### src/rtl/fetch_ctrl.sv
// Single-slot instruction fetch controller: issues one request at a time, tracks the
// occupied slot for decode and drops responses orphaned by redirects.
module fetch_ctrl #(
    parameter logic [31:0] RESET_PC = 32'hBFC00000
) (
    input  logic        clk,
    input  logic        resetn,
    output logic        inst_req,
    output logic [31:0] inst_addr,
    input  logic        inst_addr_ok,
    input  logic        inst_data_ok,
    output logic        data_ok_o,
    input  logic        accept_i,
    input  logic        redirect_i,
    input  logic [31:0] redirect_pc_i,
    output logic        valid_o,
    output logic [31:0] pc_o,
    output logic        exc_o,
    output logic [4:0]  exccode_o,
    output logic [31:0] perfcnt_discard
);

    typedef enum logic [0:0] {StReq, StWait} state_e;

    localparam logic [4:0] ExcAdEL = 5'h04;

    state_e      r_state;
    logic [31:0] r_pc;
    logic [1:0]  r_discard_cnt;
    logic        r_data_seen;

    logic w_misaligned;
    logic w_discard_dec;
    logic w_discard_inc;

    assign w_misaligned = (r_pc[1:0] != 2'b00);
    assign inst_addr    = r_pc;
    assign inst_req     = (r_state == StReq) && !w_misaligned && (r_discard_cnt != 2'd3) &&
                          !redirect_i && resetn;
    assign data_ok_o    = inst_data_ok && (r_discard_cnt == 2'd0);

    // A redirect orphans the in-flight response only if it has not arrived yet,
    // including this cycle, and the slot really issued a request.
    assign w_discard_dec = inst_data_ok && (r_discard_cnt != 2'd0);
    assign w_discard_inc = redirect_i && (r_state == StWait) && !r_data_seen && !exc_o &&
                           !data_ok_o;

    always_ff @(posedge clk) begin
        if (!resetn) begin
            r_state         <= StReq;
            r_pc            <= RESET_PC;
            valid_o         <= 1'b0;
            pc_o            <= 32'h0;
            exc_o           <= 1'b0;
            exccode_o       <= 5'h0;
            r_discard_cnt   <= 2'd0;
            r_data_seen     <= 1'b0;
            perfcnt_discard <= 32'h0;
        end else begin
            r_discard_cnt <= r_discard_cnt + {1'b0, w_discard_inc} - {1'b0, w_discard_dec};
            if (w_discard_dec) begin
                perfcnt_discard <= perfcnt_discard + 32'd1;
            end

            if (redirect_i) begin
                r_pc    <= redirect_pc_i;
                valid_o <= 1'b0;
                exc_o   <= 1'b0;
                r_state <= StReq;
            end else begin
                unique case (r_state)
                    StReq: begin
                        if (w_misaligned) begin
                            r_state   <= StWait;
                            valid_o   <= 1'b1;
                            pc_o      <= r_pc;
                            exc_o     <= 1'b1;
                            exccode_o <= ExcAdEL;
                        end else if (inst_req && inst_addr_ok) begin
                            r_state     <= StWait;
                            valid_o     <= 1'b1;
                            pc_o        <= r_pc;
                            exc_o       <= 1'b0;
                            exccode_o   <= 5'h0;
                            r_data_seen <= 1'b0;
                        end
                    end
                    StWait: begin
                        if (data_ok_o) begin
                            r_data_seen <= 1'b1;
                        end
                        if (accept_i) begin
                            r_state <= StReq;
                            valid_o <= 1'b0;
                            exc_o   <= 1'b0;
                            r_pc    <= r_pc + 32'd4;
                        end
                    end
                    default: r_state <= StReq;
                endcase
            end
        end
    end

endmodule

### config.mk
export PLATFORM = sky130hd
export DESIGN_NAME = fetch_ctrl
export DESIGN_NICKNAME = d
export VERILOG_FILES = /design/src/rtl/fetch_ctrl.sv
export SDC_FILE = /design/constraint.sdc
export NUM_CORES = 1
export LEC_CHECK = 0
export ABC_AREA = 0
export CAP_MARGIN = 20
export CORE_MARGIN = 2
export CORE_UTILIZATION = 35
export DETAILED_ROUTE_END_ITERATION = 16
export RECOVER_POWER = 100
export SYNTH_ARGS = -nofsm -noshare
export SYNTH_HDL_FRONTEND = slang
export SYNTH_SLANG_ARGS = --single-unit
### constraint.sdc
create_clock -name clk -period 3.7 [get_ports clk]
set_input_delay 0.37 -clock clk [delete_from_list [all_inputs] [get_ports clk]]
set_output_delay 0.37 -clock clk [all_outputs]
set_load 0.01 [all_outputs]
==> results.sh <==
export IMPL_synthCells=565
export IMPL_fin_area_um2=6620
export IMPL_grt_start_max_net_pins=104
export IMPL_yosys_most_used_dff="dfxtp_1"
export IMPL_post_route_util=0.496
export IMPL_dr_pass1_iters=5
export IMPL_ios=143
export IMPL_ff_latch_area_um2=2060
export IMPL_critPathRequiredTime_ns=3.97
export IMPL_place_ws_ns=0.895
export IMPL_clk_path_buf_depth=2
export IMPL_cts_tree="yes"
export IMPL_clk_pin_slew_ns=0.06
export IMPL_fin_crit_ns=2.89
export IMPL_place_area_um2=6300
export IMPL_power_leakage_nw=2.61
export IMPL_final_nets=733
export IMPL_critical_path_buf_inv_count=3
export IMPL_core_area_um2=13300
export IMPL_post_route_drc_count=0
export IMPL_wirelength_um=13100
export IMPL_die_x_um=121
export IMPL_num_vias=4416
export IMPL_fillCellCount=1285
export IMPL_gp_congestion=0.806
export IMPL_critPathLaunchType="primary input"
export IMPL_grt_pass1_wl_um=20900
export IMPL_timing_final_ws_setup_ns=0.813
export IMPL_outcome="finished clean"
export IMPL_ys_ff_latch=103
export IMPL_syn_avg_cell_area_um2=8.54
export IMPL_dp_cells=855
export IMPL_cpPeakStageDelay_ns=0.97
export IMPL_grt_usage=0.179
export IMPL_rsz0062_at_grt="no"
export IMPL_setup_viol_count_final=0
export IMPL_clock_sinks=103
export IMPL_insertion_delay_ns=0.35
export IMPL_worstPathCellList="dlygate4sd3_1, clkbuf_1, a211o_1, clkbuf_2, nand2_1, a21boi_0"
export IMPL_die_area_um2=14700
export IMPL_row_count=42
export IMPL_grt_pass1_vias=4192
export IMPL_yosys_warnings=0
export IMPL_finalCritPeriodShare=0.780
export IMPL_criticalPathCategory="in -> reg"
export IMPL_antenna_found_initial=1
export IMPL_h_tree_depth=3
export IMPL_async_reset_ff_frac=0
export IMPL_tns_ns=0
export IMPL_irDropWorstVdd_uv=301
export IMPL_endpoint_kind="flop"
export IMPL_fp_dieH_um=121
export IMPL_seq_area_frac_synth=0.427
export IMPL_post_cts_resized=0
export IMPL_fin_cells=872
export IMPL_post_cts_buffers=0
export IMPL_multi_input_area_um2=2560
export IMPL_worstMarginPinSlew_ns=1.30
export IMPL_synth_cell_types=45
export IMPL_cts_root_buf="clkbuf_16"
export IMPL_drtIter0Drc=218
export IMPL_holdBufCountCts=0
export IMPL_arrival_ns=3.16
export IMPL_drv_cap=0
export IMPL_dp_hpwl_um=9360
export IMPL_drive_gt1_frac=0.0388
export IMPL_crit_family="buffers and inverters"
export IMPL_finClkSkew_ns=0.00921
export IMPL_grt_ovfl_total=0
export IMPL_ant_nets=0
export IMPL_synth_edf_count=0
export IMPL_via_per_inst=5.06
export IMPL_slew_violations=0
export IMPL_port_buffers=138
export IMPL_powerDensity_nw_per_um2=392
export IMPL_max_slew_margin=0.133
export IMPL_initial_utilization=0.362
export IMPL_numCtsBuffers=9
export IMPL_hold_path_class="reg -> reg"
export IMPL_slowest_stage="clkbuf_1"
export IMPL_cp_max_fo=29
export IMPL_fmax_mhz=346
export IMPL_synthToLayoutAreaGrowth_pct=37.0
export IMPL_wire_per_inst_um=15.1
export IMPL_hold_viol_final=0
export IMPL_netlist_area_um2=4830
through the flow:
stage | power, W | hold WS, ns
after floorplan | 0.00143 | 0.444
after global placement | 0.00161 | 0.444
after detailed placement | 0.00161 | 0.446
after CTS | 0.00266 | 0.455
after global routing | 0.00271 | 0.482
final | 0.00259 | 0.462
cell usage in the layout, fill, tap and decap left out, types with 21 or more instances in the layout:
cell | synthesis | layout
o21ai_0 | 20 | 21
xnor2_1 | 39 | 39
nand4_1 | 26 | 26
a21boi_0 | 31 | 35
nand2_1 | 99 | 99
clkdlybuf4s50_1 | 0 | 34
dlygate4sd3_1 | 0 | 103
dfxtp_1 | 103 | 103
and2_0 | 0 | 27
nand3_1 | 22 | 22
nor2_1 | 22 | 22
worst reg2reg max path: cells and delay by family (launching register included):
kind            cells  cell delay, ns
compound gates      1            0.13
flops               1            0.51
simple gates        4            1.53
registers in the layout, indices dropped and copies added, names as in the netlist:
signal           cells
inst_addr           32
r_state              1
pc_o                32
exccode_o            1
valid_o              1
r_data_seen          1
r_discard_cnt        2
exc_o                1
perfcnt_discard     32
cell usage after synthesis, types with 2 or more instances:
cell / n / share of area
nor3_1: 5 / 0.0052
xnor2_1: 39 / 0.071
nand4b_1: 2 / 0.0036
and3_1: 14 / 0.018
a21oi_1: 18 / 0.019
inv_1: 7 / 0.0054
dfxtp_1: 103 / 0.43
and2_1: 39 / 0.051
nand2_1: 99 / 0.077
xor2_1: 16 / 0.029
nand2b_1: 6 / 0.0078
a21boi_0: 31 / 0.048
o21ai_0: 20 / 0.021
nor4_1: 9 / 0.012
or4_1: 3 / 0.0047
a31oi_1: 2 / 0.0026
nor2b_1: 5 / 0.0065
o211ai_1: 2 / 0.0031
and4_2: 2 / 0.0041
nand3_1: 22 / 0.023
a31o_2: 2 / 0.0036
nor2_1: 22 / 0.017
ha_1: 4 / 0.010
a21boi_1: 5 / 0.0078
o31ai_1: 4 / 0.0062
clkbuf_1: 24 / 0.019
o211a_1: 4 / 0.0083
nand4_1: 26 / 0.034
mux2i_1: 4 / 0.0083
clkbuf_8: 4 / 0.011
and4_1: 4 / 0.0073
buf_4: 5 / 0.0078
path summary, 6_finish.rpt:
| kind | end | slack [ns] | from | cells past startpoint |
|---|---|---|---|---|
| max | pc_o[5] | 0.81 | redirect_i | 6 |
| min | pc_o[27] | 0.46 | pc_o[27] | 2 |
| max reg2reg | inst_addr[22] | 1.48 | inst_addr[9] | 5 |
| min reg2reg | pc_o[27] | 0.46 | pc_o[27] | 2 |
routing by layer:
layer / part of all wire / up-vias / global-route usage
li1: - / 2188 / -
met1: 0.45 / 2068 / 0.224
met2: 0.47 / 148 / 0.296
met3: 0.070 / 12 / 0.0583
met4: 0.016 / 0 / 0.0517
met5: 0 / - / 0
power by group:
group          leakage, nW  internal [W]  switching, W  total [W]
registers            0.840       0.00116     0.0000672    0.00123
clock network        0.159      0.000609      0.000421    0.00103
logic                 1.61      0.000173      0.000159   0.000332
layout make-up:
| class | instances | area share |
|---|---|---|
| multi-input combinational | 424 | 0.387 |
| sequential | 103 | 0.312 |
| timing repair buffer | 146 | 0.215 |
| clock buffer | 10 | 0.0361 |
| tap | 176 | 0.0333 |
| clock inverter | 5 | 0.0125 |
| inverter | 7 | 0.00397 |
| antenna | 1 | 0.000378 |
cells by family after synthesis:
| kind of cell | after synthesis | share of synthesized area |
|---|---|---|
| adders and majority gates | 4 | 0.0104 |
| other | 1 | 0.000777 |
| xor gates and xnor gates | 55 | 0.0998 |
| DFF | 103 | 0.427 |
| AOI/OAI and AO/OA | 95 | 0.132 |
| buffers and inverters | 41 | 0.0441 |
| muxes | 4 | 0.00829 |
| and+or+nand+nor | 262 | 0.278 |
(Power assumes the default switching activity.)
